--- config.mk ---
export PLATFORM = sky130hd
export DESIGN_NAME = parking_gate_arbiter
export DESIGN_NICKNAME = d
export VERILOG_FILES = /design/src/rtl/parking_gate_arbiter.sv
export SDC_FILE = /design/constraint.sdc
export NUM_CORES = 1
export LEC_CHECK = 0
export ABC_AREA = 0
export ABC_CLOCK_PERIOD_IN_PS = 3250
export CAP_MARGIN = 10
export CELL_PAD_IN_SITES_DETAIL_PLACEMENT = 1
export CELL_PAD_IN_SITES_GLOBAL_PLACEMENT = 1
export CORE_MARGIN = 1.5
export CORE_UTILIZATION = 30
export DETAILED_ROUTE_END_ITERATION = 10
export HOLD_SLACK_MARGIN = 0.1
export PLACE_DENSITY = 0.71
export SYNTH_ARGS = -nofsm -noshare
export SYNTH_HDL_FRONTEND = slang
export SYNTH_SLANG_ARGS = --single-unit
--- constraint.sdc ---
create_clock -name clk -period 3.25 [get_ports clk]
set_clock_uncertainty 0.2 [all_clocks]
set_input_delay 0.4875 -clock clk [delete_from_list [all_inputs] [get_ports clk]]
set_output_delay 0.4875 -clock clk [all_outputs]
set_load 0.02 [all_outputs]
--- src/rtl/parking_gate_arbiter.sv ---
// parking_gate_arbiter
// Controls one barrier gate shared by the entry lane and the exit lane of a
// single-lane car park. Simultaneous requests are arbitrated round-robin, and
// entries run a password handshake. The block also holds the occupancy count
// and enforces capacity.
//
// Handshake semantics:
//   entry_req and exit_req are levels. They are sampled only in IDLE.
//   A grant is a 1-cycle pulse that is visible after the sampling edge.
//   pw_valid is a 1-cycle strobe. It qualifies pw_ok and is only consumed
//   in WAIT_PW. A strobe seen in any other state is ignored.
//
// All outputs come from registers except full, which is decoded from count.
// rstn is a synchronous ACTIVE-HIGH reset (1 = reset), despite its name.
module parking_gate_arbiter #(
  parameter int MAX_CAPACITY = 100,
  parameter int OPEN_CYCLES  = 4,
  parameter int PW_TIMEOUT   = 8,
  parameter int ERR_HOLD     = 3
) (
  input  logic       clk,
  input  logic       rstn,
  input  logic       entry_req,
  input  logic       exit_req,
  input  logic       pw_valid,
  input  logic       pw_ok,
  output logic       gate_open,
  output logic       dir_in,
  output logic       grant_entry,
  output logic       grant_exit,
  output logic [7:0] count,
  output logic       full,
  output logic       err,
  output logic [2:0] state
);

  typedef enum logic [2:0] {
    ST_IDLE     = 3'b000,
    ST_WAIT_PW  = 3'b001,
    ST_OPEN_IN  = 3'b010,
    ST_OPEN_OUT = 3'b011,
    ST_ERROR    = 3'b100
  } state_t;

  typedef enum logic {
    SRV_EXIT  = 1'b0,
    SRV_ENTRY = 1'b1
  } side_t;

  // One timer is shared by every timed state, so it is sized for the
  // longest of the three intervals.
  localparam int T_MAX_A = (OPEN_CYCLES > PW_TIMEOUT) ? OPEN_CYCLES : PW_TIMEOUT;
  localparam int T_MAX   = (T_MAX_A > ERR_HOLD) ? T_MAX_A : ERR_HOLD;
  localparam int TW      = (T_MAX > 1) ? $clog2(T_MAX + 1) : 1;

  localparam logic [TW-1:0] OPEN_LAST = TW'(OPEN_CYCLES - 1);
  localparam logic [TW-1:0] PW_LAST   = TW'(PW_TIMEOUT - 1);
  localparam logic [TW-1:0] ERR_LAST  = TW'(ERR_HOLD - 1);
  localparam logic [7:0]    CAP       = 8'(MAX_CAPACITY);

  state_t        state_q, state_n;
  side_t         last_q, last_n;
  logic [TW-1:0] timer_q, timer_n;
  logic [7:0]    count_q, count_n;
  logic          gate_q, gate_n;
  logic          dir_q, dir_n;
  logic          gnt_en_q, gnt_en_n;
  logic          gnt_ex_q, gnt_ex_n;
  logic          err_q, err_n;

  logic          elig_in, elig_out;
  logic          take_entry, take_exit;

  // Eligibility guards keep count between 0 and CAP without any wrap check.
  // On a tie, the side that was not served last gets the gate.
  always_comb begin
    elig_in    = entry_req && (count_q != CAP);
    elig_out   = exit_req && (count_q != 8'd0);
    take_entry = elig_in && (!elig_out || (last_q == SRV_EXIT));
    take_exit  = elig_out && !take_entry;
  end

  // Next-state and next-output logic. The defaults describe "hold".
  always_comb begin
    state_n  = state_q;
    last_n   = last_q;
    timer_n  = timer_q;
    count_n  = count_q;
    gate_n   = 1'b0;
    dir_n    = dir_q;
    gnt_en_n = 1'b0;
    gnt_ex_n = 1'b0;
    err_n    = 1'b0;

    case (state_q)
      ST_IDLE: begin
        timer_n = '0;
        if (take_entry) begin
          state_n  = ST_WAIT_PW;
          gnt_en_n = 1'b1;
          last_n   = SRV_ENTRY;
        end else if (take_exit) begin
          state_n  = ST_OPEN_OUT;
          gnt_ex_n = 1'b1;
          last_n   = SRV_EXIT;
          count_n  = count_q - 8'd1;
          gate_n   = 1'b1;
          dir_n    = 1'b0;
        end
      end

      ST_WAIT_PW: begin
        // A keypad strobe wins over timeout expiry on the same edge.
        if (pw_valid) begin
          timer_n = '0;
          if (pw_ok) begin
            state_n = ST_OPEN_IN;
            count_n = count_q + 8'd1;
            gate_n  = 1'b1;
            dir_n   = 1'b1;
          end else begin
            state_n = ST_ERROR;
            err_n   = 1'b1;
          end
        end else if (timer_q == PW_LAST) begin
          timer_n = '0;
          state_n = ST_ERROR;
          err_n   = 1'b1;
        end else begin
          timer_n = timer_q + 1'b1;
        end
      end

      ST_OPEN_IN, ST_OPEN_OUT: begin
        if (timer_q == OPEN_LAST) begin
          timer_n = '0;
          state_n = ST_IDLE;
        end else begin
          timer_n = timer_q + 1'b1;
          gate_n  = 1'b1;
        end
      end

      ST_ERROR: begin
        if (timer_q == ERR_LAST) begin
          timer_n = '0;
          state_n = ST_IDLE;
        end else begin
          timer_n = timer_q + 1'b1;
          err_n   = 1'b1;
        end
      end

      default: begin
        timer_n = '0;
        state_n = ST_IDLE;
      end
    endcase
  end

  // State and output registers. Reset aborts any passage in progress.
  always_ff @(posedge clk) begin
    if (rstn) begin
      state_q  <= ST_IDLE;
      last_q   <= SRV_EXIT;
      timer_q  <= '0;
      count_q  <= 8'd0;
      gate_q   <= 1'b0;
      dir_q    <= 1'b0;
      gnt_en_q <= 1'b0;
      gnt_ex_q <= 1'b0;
      err_q    <= 1'b0;
    end else begin
      state_q  <= state_n;
      last_q   <= last_n;
      timer_q  <= timer_n;
      count_q  <= count_n;
      gate_q   <= gate_n;
      dir_q    <= dir_n;
      gnt_en_q <= gnt_en_n;
      gnt_ex_q <= gnt_ex_n;
      err_q    <= err_n;
    end
  end

  assign gate_open   = gate_q;
  assign dir_in      = dir_q;
  assign grant_entry = gnt_en_q;
  assign grant_exit  = gnt_ex_q;
  assign count       = count_q;
  assign err         = err_q;
  assign state       = state_q;
  assign full        = (count_q == CAP);

endmodule

======== Word-level counts from Yosys, hierarchy flattened ========
Cells that the tools add are included.
word-level totals
  register bits after elaboration ......... 21
  input port bits ......................... 6
  output and inout bits ................... 17
  word-level logic and storage cells ...... 83
cells by class
  $add $sub $neg .......................... 3
  equal/unequal tests ..................... 17
  muxes and demuxes ....................... 36
  bitwise gates (word level) .............. 2
  reduce and logical (&&, ||, !) cells .... 16
operator list
  kind                                                   number
  two-way mux 8 bit                                      4
  two-way mux 3 bit                                      7
  two-way mux 4 bit                                      4
  one-hot mux 8 bit (2 select lines)                     1
  two-way mux 1 bit                                      15
  inequality test 2 bit, second input constant           6
  one-hot mux 3 bit (4 select lines)                     1
  one-hot mux 4 bit (3 select lines)                     1
  adder 8 x 1 -> 8 bit, second input constant            1
  equality test 4 x 2 -> 1 bit, second input constant    2
  equality test 8 x 7 -> 1 bit, second input constant    1
  inequality test 8 x 7 -> 1 bit, second input constant  1
  nonzero test 8 bit                                     1
  subtractor 8 x 1 -> 8 bit, second input constant       1
  equality test 3 x 2 -> 1 bit, second input constant    2
  inequality test 3 bit, second input constant           2
  AND reduction 5 bit                                    1
  adder 4 x 1 -> 4 bit, second input constant            1
  equality test 4 x 3 -> 1 bit, second input constant    1
  logical AND 1 bit                                      4
  one-hot mux 1 bit (2 select lines)                     2
  AND reduction 4 bit                                    1
  nonzero test 2 bit                                     2
  OR reduction 2 bit                                     2
  8 further kinds                                        10

======== Logic depth before layout (Yosys ltp) ========
  depth in word-level cells ............... 10
  mapped depth ............................ 8
  mapped depth without buffers ............ 7

======== Worst setup path after synthesis ========
No wires, ideal clock.
  path kind ............................... reg2reg
  start point ............................. register state_q[0], in the netlist state[0]
  end point ............................... register count_q[7], in the netlist count[7]
  setup time .............................. 0.123 ns
  arrival ................................. 2.554 ns
  required time ........................... 2.927 ns
  path slack .............................. 0.373 ns
  stages on the path, launching flop included .. 9
  buffers on the path ..................... 1
  clock period less this slack ............ 2.877 ns
  path through ............................ dfxtp_1 -> or3b_1 -> clkbuf_1 -> ha_1 -> a211oi_1 -> o21bai_1 -> o211a_1 -> nor4_2 -> mux2_1
between the ends
  cells in the longest elaborated chain, start to end .. 3
  elaborated cells on any way between the ends .. 9
  those cells by class .................... eq/ne: 5; mux: 1; reduce/logical: 3
ends and longest elaborated chain
  item                                                                   line  source
  start: declaration                                                     61    state_t state_q, state_n;
  start signal: assignment                                               174   state_q <= state_n;
  equality test 3 x 1 -> 1 bit or zero test 3 bit (tied branches)        95    case (state_q)
  inequality test 2 bit (no line) or nonzero test 2 bit (tied branches)  n/a
  AND reduction 5 bit (no line)                                          n/a
  end signal: assignment                                                 177   count_q <= count_n;
  end: declaration                                                       64    logic [7:0] count_q, count_n;
Parallel ways exist; a longest one is shown, timed or not.
A chain may end at the register's enable or synchronous reset.

======== Worst setup path after layout ========
Same ends and word-level chain as after synthesis.

==> impl_results.md <==
* Area growth syn-to-layout at 25.5%
* Die W at 67.4 um
* Crit-path max FO at 12
* Crit. End Element: flop
* First-pass GRT wire length at 5150 um
* Count of pins over their slew limit at 0
* Routed Antenna Nets at 0
* Share of post-route cells with drive strength above 1 at 0.0943
* Routability cong. at 0.786
* Startpoint type of the worst setup path: flop
* Sequential power share at 0.247
* # clock sinks at 21
* Routed WL per cell at 14.8 um
* Synth cell types at 45
* Max clock buf depth at 2
* Status: finished clean
* Largest net degree at the start of global routing at 19
* Leak at 0.000625 uW
* Final Critical Period at 2.96 ns
* Placement row count at 23
* Slowest stage delay, CP at 0.60 ns
* Final Cycle Share at 0.911
* Initial DRC count at 42
* Net switching fraction of the power at 0.466
* Endpoints failing hold at 0
* Final Net Count at 175
* DIE AREA at 4540 um^2
* Crit path buf inv count at 0
* Highest metal used: met4
* Sequential share of the synthesized area at 0.338
* Comb power frac at 0.661
* RSZ-0062 raised after global routing: no
* Critical-path cell list: or3b_1 > ha_1 > o21ai_0 > o21bai_1 > o211a_1 > nor4_2 > mux2_1
* Core Area at 4000 um^2
* Post-Route WL at 3080 um
* Slowest-stage cell, CP: or3b_1
* Final Total Pwr at 1870 uW
* Antenna Cells at 0
* Worst EP required at 3.20 ns
* Initial antenna violation count at 0
* Worst setup path class: reg2reg
* Total global-route track usage at 0.149
* DPL Wire Length at 2330 um
* Wire length on met1 at 1440 um
* Setup Buffers After CTS at 0
* Die Y at 67.4 um
* Post-layout util at 0.390
* CTS Buf Count at 3
* Actual slew at the worst max-slew pin at 0.701 ns
* # setup viols final at 0
* Hold Path Class: reg2reg
* Vias in the first global route at 1,135
* Post-DR vias/cell at 5.24
* Power Density at 1200 nW/um^2
* Clock-pin slew on the worst setup and hold paths at 0.08 ns
* Worst path arrival time at 2.91 ns
* H-Tree Depth at 1
* Max IR drop VDD at 0.479 mV
* Aggregate global routing overflow at 0
* CTS tree: built
* Prevailing post-synth register cell: dfxtp_1
* Post-synth EDFFs at 0
* Mapped Cells at 136
* P_sw at 870 uW
* Top-level I/O count at 23
* Max_slew headroom at 0.531
* Initial Util at 0.311
* Crit-path leading delay family: simple AND/OR/NAND/NOR gates
* Root Buffer: clkbuf_8
* Mapped Avg Cell Area at 9.14 um^2
* DR DRC count at 0
* Detail Route met2 WL at 1550 um
* Internal Dissipation at 995 uW
* Mapped cell area at 1240 um^2
* Clock power frac at 0.091
* Met3 wire len at 77 um
* Max Clock Freq at 0.338 GHz
* I/O Buffers at 22
* 1st-pass router iterations at 4
* Hold buffers post-CTS at 0
* Async S/R FF share, synth at 0
* CTS resizes at 0
* Synth warn at 0
* Setup_tns at 0 ns
* Worst skew pair latency at 0.26 ns
* Yosys reg bits at 21
* Mapped Nets at 151
* DR vias at 1,095
* Max-cap viol count at 0
[power groups by stage]
| stage | sequential, uW | combinational [uW] | clock, uW |
|---|---|---|---|
| after global placement | 462 | 1200 | 0 |
| after global routing | 480 | 1380 | 188 |
| after floorplan | 523 | 844 | 0 |
| after CTS | 465 | 1240 | 179 |
| final | 461 | 1230 | 171 |
| after detailed placement | 469 | 1230 | 0 |
[stage by stage]
stage / hold slack [ns] / cells / area [um^2] / setup WS (ns)
final: 0.276 / 209 / 1560 / 0.288
after global routing: 0.319 / 209 / 1560 / 0.0123
after CTS: 0.281 / 209 / 1560 / 0.281
after detailed placement: 0.252 / 205 / 1510 / 0.306
after global placement: 0.245 / 205 / 1510 / 0.430
after floorplan: 0.230 / 136 / 1240 / 0.373
[Yosys cell counts (2+ instances only)]
master | count | area (um^2)
xnor2_1 | 4 | 35.0
nor4_1 | 2 | 12.5
nor2_1 | 16 | 60.1
a22o_2 | 2 | 20.0
ha_1 | 8 | 100
a211o_1 | 2 | 17.5
a311oi_1 | 2 | 17.5
nor2b_1 | 2 | 12.5
dfxtp_1 | 21 | 420
a211oi_1 | 2 | 15.0
inv_1 | 5 | 18.8
nand2b_1 | 2 | 12.5
nor3_1 | 6 | 30.0
xor2_1 | 3 | 26.3
nand3_1 | 2 | 10.0
clkbuf_1 | 3 | 11.3
or3_1 | 2 | 12.5
o21ai_0 | 4 | 20.0
nand2_1 | 7 | 26.3
o211ai_1 | 2 | 15.0
a21oi_1 | 11 | 55.1
mux2i_1 | 5 | 50.1
[cells in the final DEF, fill, tap and decap left out, types with 2 or more instances in the layout]
master	synthesis	routed
ha_1	8	8
inv_1	5	5
nand3_1	2	2
nor3_1	6	6
nor2b_1	2	2
or3_1	2	2
xor2_1	3	3
a22o_2	2	2
a211o_1	2	2
nor4_1	2	2
o21ai_0	4	4
xnor2_1	4	4
clkbuf_8	0	3
nand2_1	7	7
nor2_1	16	16
clkdlybuf4s50_1	0	22
dfxtp_1	21	21
a311oi_1	2	2
a211oi_1	2	2
a21oi_1	11	11
mux2i_1	5	5
o211ai_1	2	2
nand2b_1	2	2
[cell families (layout without fill, tap and decap cells)]
group / after synthesis / count (layout) / synth area share
simple gates: 48 / 48 / 0.203
flops: 21 / 21 / 0.338
compound gates: 36 / 36 / 0.233
xor+xnor: 7 / 7 / 0.0493
fa+ha+maj: 9 / 9 / 0.0967
mux: 6 / 6 / 0.0493
buf+inv: 9 / 32 / 0.0302
[registers in the layout, indices dropped and copies added (netlist names)]
register,flops
grant_entry,1
state,3
last_q,1
timer_q,4
gate_open,1
grant_exit,1
err,1
count,8
dir_in,1
[final cells by class]
cell class              instances  area [um^2]
fillers                       465         2440
multi-input cells             106          785
flip-flops and latches         21          420
repair buffers                 23          228
well taps                      50         62.6
clock buffers                   4         45.0
inverters                       5         18.8
[path summary, 6_finish.rpt]
kind	startpoint	endpoint	slack [ns]	cells past startpoint
worst max-delay path	state[0]$_SDFFE_PP0P_	count[7]$_SDFFE_PP0P_	0.29	7
worst min-delay path	timer_q[0]$_SDFF_PP0_	timer_q[0]$_SDFF_PP0_	0.28	1
worst max register to register	state[0]$_SDFFE_PP0P_	count[7]$_SDFFE_PP0P_	0.29	7
worst min register to register	timer_q[0]$_SDFF_PP0_	timer_q[0]$_SDFF_PP0_	0.28	1
[layer usage]
metal | vias up | global-route usage
met2 | 16 | 0.269
met3 | 2 | 0.0233
met5 | - | 0
met1 | 530 | 0.185
met4 | 0 | 0.0383
li1 | 547 | -
[worst reg2reg max path, stage by stage (launching register included)]
cell,delay [ns]
dfxtp_1,0.44
or3b_1,0.60
ha_1,0.43
o21ai_0,0.22
o21bai_1,0.14
o211a_1,0.26
nor4_2,0.23
mux2_1,0.34
Note: power is estimated with default switching activity, not from simulation.
